File: src/rtl/lsu_pkg.sv
// Shared types and constants for the load/store unit: FSM state encoding,
// RISC-V funct3 access-size codes and request legality helpers.
package lsu_pkg;

  typedef enum logic [1:0] {
    IDLE,
    READ,
    WRITE,
    RESP
  } lsu_state_t;

  localparam logic [2:0] F3_B  = 3'b000;
  localparam logic [2:0] F3_H  = 3'b001;
  localparam logic [2:0] F3_W  = 3'b010;
  localparam logic [2:0] F3_BU = 3'b100;
  localparam logic [2:0] F3_HU = 3'b101;

  localparam int unsigned BYTE_W = 8;
  localparam int unsigned HALF_W = 16;
  localparam int unsigned WORD_W = 32;
  localparam int unsigned LANE_W = 2;

  // Unsigned variants only exist for loads.
  function automatic logic f3_illegal(input logic store, input logic [2:0] f3);
    case (f3)
      F3_B, F3_H, F3_W: return 1'b0;
      F3_BU, F3_HU:     return store;
      default:          return 1'b1;
    endcase
  endfunction

  function automatic logic misaligned(input logic [2:0] f3, input logic [LANE_W-1:0] lo);
    case (f3)
      F3_W:        return lo != '0;
      F3_H, F3_HU: return lo[0];
      default:     return 1'b0;
    endcase
  endfunction

endpackage

File: src/rtl/lsu_lane_align.sv
// Combinational byte-lane logic: little-endian load extract/extend and
// sub-word store merge into a previously read memory word.
module lsu_lane_align
  import lsu_pkg::*;
(
  input  logic [2:0]        funct3,
  input  logic [LANE_W-1:0] lane,
  input  logic [WORD_W-1:0] word,
  input  logic [WORD_W-1:0] wdata,
  output logic [WORD_W-1:0] load_ext,
  output logic [WORD_W-1:0] merged
);

  logic [BYTE_W-1:0] byte_sel;
  logic [HALF_W-1:0] half_sel;

  always_comb begin
    byte_sel = word[{lane, 3'b000} +: BYTE_W];
    half_sel = lane[1] ? word[31:16] : word[15:0];

    case (funct3)
      F3_B:    load_ext = {{(WORD_W-BYTE_W){byte_sel[BYTE_W-1]}}, byte_sel};
      F3_H:    load_ext = {{(WORD_W-HALF_W){half_sel[HALF_W-1]}}, half_sel};
      F3_BU:   load_ext = {{(WORD_W-BYTE_W){1'b0}}, byte_sel};
      F3_HU:   load_ext = {{(WORD_W-HALF_W){1'b0}}, half_sel};
      default: load_ext = word;
    endcase

    merged = wdata;
    case (funct3)
      F3_B: begin
        merged = word;
        merged[{lane, 3'b000} +: BYTE_W] = wdata[BYTE_W-1:0];
      end
      F3_H: merged = lane[1] ? {wdata[15:0], word[15:0]} : {word[31:16], wdata[15:0]};
      default: merged = wdata;
    endcase
  end

endmodule

File: src/rtl/load_store_unit.sv
// Single-outstanding load/store initiator for a word-only data memory with
// read-modify-write sub-word stores. Define LSU_MISALIGN_CHECK_EN to reject
// misaligned word/halfword accesses instead of silently aligning them.
module load_store_unit
  import lsu_pkg::*;
#(
  parameter int unsigned ADDR_W = 9
) (
  input  logic              clk,
  input  logic              rst,
  input  logic              req_valid,
  output logic              req_ready,
  input  logic              req_store,
  input  logic [2:0]        req_funct3,
  input  logic [31:0]       req_addr,
  input  logic [31:0]       req_wdata,
  output logic              resp_valid,
  input  logic              resp_ready,
  output logic              resp_err,
  output logic [31:0]       load_data,
  output logic              MemRead,
  output logic              MemWrite,
  output logic [ADDR_W-1:0] mem_addr,
  output logic [31:0]       mem_write_data,
  input  logic [31:0]       mem_read_data
);

  lsu_state_t        state;
  logic              store_q;
  logic [2:0]        f3_q;
  logic [ADDR_W-1:0] addr_q;
  logic [31:0]       wdata_q;

  logic              req_err;
  logic [ADDR_W-1:0] req_word_addr;
  logic [31:0]       load_ext;
  logic [31:0]       merged;
  logic              unused_addr_bits;

  assign unused_addr_bits = ^req_addr[31:ADDR_W];
  assign req_word_addr    = {req_addr[ADDR_W-1:2], 2'b00};

`ifdef LSU_MISALIGN_CHECK_EN
  assign req_err = f3_illegal(req_store, req_funct3) ||
                   misaligned(req_funct3, req_addr[LANE_W-1:0]);
`else
  assign req_err = f3_illegal(req_store, req_funct3);
`endif

  // Lane logic works on the live read word during READ, so both the load
  // result and the merged store word are registered in that same cycle.
  lsu_lane_align u_lane_align (
    .funct3   (f3_q),
    .lane     (addr_q[LANE_W-1:0]),
    .word     (mem_read_data),
    .wdata    (wdata_q),
    .load_ext (load_ext),
    .merged   (merged)
  );

  always_ff @(posedge clk) begin
    if (rst) begin
      state          <= IDLE;
      store_q        <= 1'b0;
      f3_q           <= '0;
      addr_q         <= '0;
      wdata_q        <= '0;
      req_ready      <= 1'b1;
      resp_valid     <= 1'b0;
      resp_err       <= 1'b0;
      load_data      <= '0;
      MemRead        <= 1'b0;
      MemWrite       <= 1'b0;
      mem_addr       <= '0;
      mem_write_data <= '0;
    end else begin
      case (state)
        IDLE: begin
          if (req_valid) begin
            store_q   <= req_store;
            f3_q      <= req_funct3;
            addr_q    <= req_addr[ADDR_W-1:0];
            wdata_q   <= req_wdata;
            req_ready <= 1'b0;
            load_data <= '0;
            resp_err  <= 1'b0;
            if (req_err) begin
              state      <= RESP;
              resp_valid <= 1'b1;
              resp_err   <= 1'b1;
            end else if (req_store && (req_funct3 == F3_W)) begin
              state          <= WRITE;
              MemWrite       <= 1'b1;
              mem_addr       <= req_word_addr;
              mem_write_data <= req_wdata;
            end else begin
              state    <= READ;
              MemRead  <= 1'b1;
              mem_addr <= req_word_addr;
            end
          end
        end
        READ: begin
          MemRead <= 1'b0;
          if (store_q) begin
            state          <= WRITE;
            MemWrite       <= 1'b1;
            mem_write_data <= merged;
          end else begin
            state      <= RESP;
            resp_valid <= 1'b1;
            load_data  <= load_ext;
            mem_addr   <= '0;
          end
        end
        WRITE: begin
          state          <= RESP;
          MemWrite       <= 1'b0;
          mem_addr       <= '0;
          mem_write_data <= '0;
          resp_valid     <= 1'b1;
        end
        RESP: begin
          if (resp_ready) begin
            state      <= IDLE;
            resp_valid <= 1'b0;
            req_ready  <= 1'b1;
          end
        end
        default: state <= IDLE;
      endcase
    end
  end

endmodule

File: config.mk
export PLATFORM = sky130hd
export DESIGN_NAME = load_store_unit
export DESIGN_NICKNAME = d
export VERILOG_FILES = /design/src/rtl/lsu_pkg.sv /design/src/rtl/lsu_lane_align.sv /design/src/rtl/load_store_unit.sv
export SDC_FILE = /design/constraint.sdc
export NUM_CORES = 1
export LEC_CHECK = 0
export ABC_CLOCK_PERIOD_IN_PS = 2900
export CAP_MARGIN = 40
export CORE_UTILIZATION = 49
export DETAILED_ROUTE_END_ITERATION = 16
export PLACE_DENSITY = 0.86
export SETUP_SLACK_MARGIN = 0.3
export SYNTH_ARGS = -nofsm -noshare
export SYNTH_HDL_FRONTEND = slang
export SYNTH_HIERARCHICAL = 1
export SYNTH_SLANG_ARGS = --single-unit
File: constraint.sdc
create_clock -name clk -period 2.9 [get_ports clk]
set_input_delay 0.29 -clock clk [delete_from_list [all_inputs] [get_ports clk]]
set_output_delay 0.29 -clock clk [all_outputs]
set_load 0.005 [all_outputs]
==> impl_results.md <==
* Crit path time final at ~2.4 ns
* CP Launch Type: flip-flop
* Synthesized cell area at about 6700 sq um
* Cell count after synthesis at between 700 and 800
* Status: complete, no violations
* Initial Utilization at 50.35%
* Routed length per instance at 18.81 um
* RSZ-0062 raised after global routing: no
* Number of buffers created by CTS at 17
* Leakage power at roughly 3.2 nW
* Max Transition Viols Final at 0
* Final period utilization at about four fifths
* Layout cells sized above 1 at ~11%
* DRT Wirelength at 20.48 mm
* Critical path buffer and inverter count at 1
* Area Growth Syn to Fin at 31.45%
* Endpoint type of the worst setup path: flip-flop
* FMAX at 420.5 MHz
* Routed via count at ~6600
* N_diodes at 0
* Distinct cells, synth at 56
* Commonest non-fill, non-tap cell in the layout: clkdlybuf4s50_1
* IO buf count at ~160
* Core Area at about 13000 sq um
* Final setup fails at 0
* Largest net degree at the start of global routing at between 60 and 70
* Final Util at roughly 66%
* Initial antenna violation count at 0
* DP HPWL at roughly 14 mm
* Final Hold Fails at 0
* WP data required at ~3.2 ns
* CTS H-Tree Depth at 4
* Setup TNS at 0 ns
* CTS tree: done
* Max Cap Viol at 0
* Most used DFF post-synth: dfxtp_1
* CP Cell Sequence: clkinv_1 -> ha_1 -> and3b_1 -> a221o_1 -> a22o_1 -> a21oi_1 -> a211oi_2
* Post-cts resize count at 0
* Sequential share of the synthesized area at a little over a third
* Cell family with most CP delay: compound AO/OA/AOI/OAI gates
* Final-stage net count at ~1000
* Num rows at 42
* Avg Cell Area, Syn at about 8.5 sq um
* Critical Path AT at about 2.7 ns
* Initial DRC count at between 700 and 800
* Register bit total from synthesis at roughly 120
* Critical Path Fanout Max at 11
* Gp weighted congestion at about 0.94
* Final ANT Viol Nets at 0
* Die Ht at 118.7 um
* Max IR drop VDD at 0.7013 mV
* Slew margin rel. at between 50% and 60%
* Top Ports at between 150 and 200
* Vias in the first global route at roughly 6000
* Commonest non-fill, non-tap cells in the layout: clkdlybuf4s50_1 (155), a21oi_1 (123), dfxtp_1 (116)
* Total GRT Usage at between 20% and 30%
* Pwr Density at slightly below 1000 nW/um^2
* Worst hold path type: in -> reg
* Cts hold-fix bufs at 0
* Measured slew at the worst slew-check pin at 0.7063 ns
* Ys async rst share at 0%
* Die Wd at 118.7 um
* CTS Sinks at ~120
* EDFF count, synth at 0
* Clock Latency Late Sink at ~0.42 ns
* Postcts setup bufs at 0
* Die Area at roughly 14000 sq um
* CP peak stage delay at 0.49 ns
* DRC at 0
* Slowest CP cell: ha_1
* Final setup skew at around 0.0066 ns
* Synth warn at 6
* Clock Path Buffers at 2
* Clk root buf: clkbuf_16
* Vias/cell at about 6.1
* Critical path class: reg -> reg
* Global-route wire length before repair at roughly 32 mm
* Drt pass-1 iters at 7
* GRT overflow at 0
* Clock edge transition at the registers on the reported setup and hold paths at roughly 0.050 ns
==> worst paths after layout <==
path / startpoint / to / slack, ns / cells after the start
hold / removal: rst / state[0] / 0.40 / 2
setup reg to reg: addr_q[1] / mem_write_data[25] / 0.52 / 7
hold reg to reg: wdata_q[25] / wdata_q[25] / 0.46 / 2
setup / recovery: addr_q[1] / mem_write_data[25] / 0.52 / 7
==> routing by layer <==
metal / up-vias / GRT usage, % / part of all wire, %
li1: 3094 / - / -
met1: 3154 / 36.34 / 41
met2: 326 / 45.94 / 47
met3: 71 / 5.647 / 7.5
met4: 0 / 17.56 / 4.2
met5: - / 0 / 0
==> power by group <==
group,internal [W],switching (W),total [W]
Clock,0.00143,0.000741,0.00217
Sequential,0.00194,0.000217,0.00216
Combinational,0.00173,0.00238,0.00411
==> layout make-up <==
type | instances | area, sq um
clock buffers | 22 | 484.2
inverters | 9 | 33.78
repair buffers | 175 | 1702
multi-input cells | 582 | 3876
clock inverters | 9 | 126.4
flip-flops and latches | 116 | 2322
fillers | 1097 | 4478
well taps | 176 | 220.2
==> synthesized netlist by cell type, types with 5 or more instances <==
cell type  instances  share of area [%]
ha_1              10                1.9
buf_6             13                2.2
nand3_1            5               0.38
buf_2             20                1.5
nor3b_1            7               0.79
mux2i_1           24                3.6
a22oi_1           52                5.9
a221oi_1           8                1.1
inv_1              8               0.45
a221o_1           24                3.6
a22o_1            31                4.1
nor2b_1           53                5.0
o21ai_0           14                1.1
dfxtp_1          116                 35
o22ai_1            7               0.66
a211oi_2          30                5.6
a21oi_1          123                9.2
nand2_1          104                5.9
clkbuf_1          39                2.2
nor2_1            40                2.3
==> sequential cells by signal (all words and copies together) (netlist names) <==
signal          count
state               2
addr_q              2
store_q             1
wdata_q            32
mem_addr            7
resp_valid          1
f3_q                3
load_data          32
MemRead             1
resp_err            1
req_ready           1
mem_write_data     32
MemWrite            1
==> cells by family after synthesis <==
kind of cell	count (synthesis)	share of synthesized area, %
flip-flops	116	34.83
AO/OA/AOI/OAI	305	33.57
adder cells (fa/ha/maj)	10	1.877
other	1	0.05624
buffers and inverters	88	7.131
multiplexers	28	4.335
AND/OR/NAND/NOR	237	18.20
==> metrics by stage <==
| stage | hold slack (ns) | instances | cell area (sq um) | total power (W) | worst slack [ns] |
|---|---|---|---|---|---|
| 5_1_grt | 0.4176 | 1089 | 8765 | 0.008939 | 0.4520 |
| 6_report | 0.4038 | 1089 | 8765 | 0.008438 | 0.5222 |
| 3_5_place_dp | 0.4523 | 1058 | 8154 | 0.006215 | 0.6006 |
| 4_1_cts | 0.3816 | 1089 | 8765 | 0.008421 | 0.5889 |
| 2_1_floorplan | 0.4156 | 786 | 6671 | 0.005168 | 0.4271 |
| 3_3_place_gp | 0.4457 | 1057 | 8147 | 0.006139 | 0.6011 |
No activity file was read; power rests on OpenSTA's default activity.
==> RTL edit, RTL diff (same flow settings) <==
Encoding of `lsu_state_t`: now one-hot (4 bits for 4 states).
--- a/src/rtl/lsu_pkg.sv
+++ b/src/rtl/lsu_pkg.sv
@@ -2,11 +2,11 @@
 // RISC-V funct3 access-size codes and request legality helpers.
 package lsu_pkg;
 
-  typedef enum logic [1:0] {
-    IDLE,
-    READ,
-    WRITE,
-    RESP
+  typedef enum logic [3:0] {
+    IDLE  = 4'b0001,
+    READ  = 4'b0010,
+    WRITE = 4'b0100,
+    RESP  = 4'b1000
   } lsu_state_t;
 
   localparam logic [2:0] F3_B  = 3'b000;
Formal check against the unedited RTL: same outputs for any inputs over 4 cycles, from zero or initial values and one cycle with rst high; so few cycles prove little.
==> RTL edit against the original RTL <==
Sequential cell count is 2 higher. Routed wire length about the same. Critical endpoint is now mem_write_data[31]$_SDFFE_PP0P_. Critical path depth unchanged. Cell count fell by 0.73%. Cell area shrank 2.2%. Worst setup slack got worse by 0.063 ns. Synthesized area decreased by 2.8%.
Power is not compared: it rests on default switching activity, and its combinational part moved more than twofold at a synthesized area within 25%.
==> RTL edit: results <==
{
  "numPortBuffers": 156,
  "cts_setup_buffers": 0,
  "slowest_stage": "ha_1",
  "vias": 6745,
  "power.total_uw": 4900,
  "whs_path_depth": 3,
  "cts_max_path_buffers": 2,
  "grt_pass1_vias": 6050,
  "status": "complete, no violations",
  "drive_gt1_frac": 0.0847,
  "grtUsageTotal": 0.311,
  "wl_per_cell_um": 18.9,
  "async_flop_share": 0,
  "holdWs_ns": 0.437,
  "multi_input_comb_area_um2": 3680,
  "synth.area.top_cells": "dfxtp_1 36%, a22oi_1 9.7%, a21oi_1 6.9%",
  "numCtsBuffers": 17,
  "rrSetupSlack_ns": 0.46,
  "irDropWorstVdd_uv": 352,
  "ys.flop_type": "dfxtp_1",
  "drt_iter0_markers": 753,
  "fin_crit_sh": 0.842,
  "tightest_slew_ns": 0.782,
  "grt_start_max_net_pins": 75,
  "final_nets": 1006,
  "arrival_ns": 2.71,
  "cp_top_family": "compound AO/OA/AOI/OAI gates",
  "drt_wl_total_um": 20500,
  "place_area_um2": 8030,
  "startpoint": "addr_q[1]$_SDFFE_PP0P_",
  "dpl.hpwl_um": 13900,
  "synth_cell_types": 60,
  "seq_area_frac_synth": 0.364,
  "synth_common_cells": "119 x nand2_1, 118 x dfxtp_1, 90 x a21oi_1, 84 x a22oi_1, 42 x nor2_1",
  "syn_avg_cell_area_um2": 8.34,
  "min_from": "req_addr[0]",
  "dp.cells": 1050,
  "first_pass_iters": 5,
  "worstHoldEndpoint": "addr_q[0]$_SDFFE_PP0P_",
  "ys_warn_count": 6,
  "n_antenna_cell": 0,
  "grt_first_pass_wirelength_um": 32100,
  "crit_path_end": "mem_write_data[31]$_SDFFE_PP0P_",
  "num-fill-cells": 1015,
  "fin_skew_ns": 0.00806,
  "dp_slack_ns": 0.438,
  "worst_path_largest_cell_delay_ns": 0.49,
  "gp_congestion": 0.980,
  "reg_top3": "load_data x32, mem_write_data x32, wdata_q x32"
}
RTL edit: final cells by class:
class | instances | area share
sequential | 118 | 0.276
clock buffer | 20 | 0.0509
clock inverter | 11 | 0.0128
inverter | 10 | 0.00438
tap | 172 | 0.0251
timing repair buffer | 179 | 0.202
multi-input combinational | 571 | 0.429
RTL edit: kinds of logic (layout without fill, tap and decap cells):
group           Yosys count  in the layout  share of synthesized area
compound gates          303            303                      0.335
fa+ha+maj                 5              5                    0.00965
mux                      26             26                     0.0413
buf+inv                  89            220                     0.0714
xor+xnor                  1              1                    0.00135
flops                   118            118                      0.364
other cells               1              2                   0.000578
simple gates            234            234                      0.177
RTL edit: layer usage:
layer | GRT usage | wire, um
met5 | 0 | 0
met1 | 0.422 | 8580
met2 | 0.471 | 9180
met4 | 0.136 | 606
met3 | 0.0731 | 2120
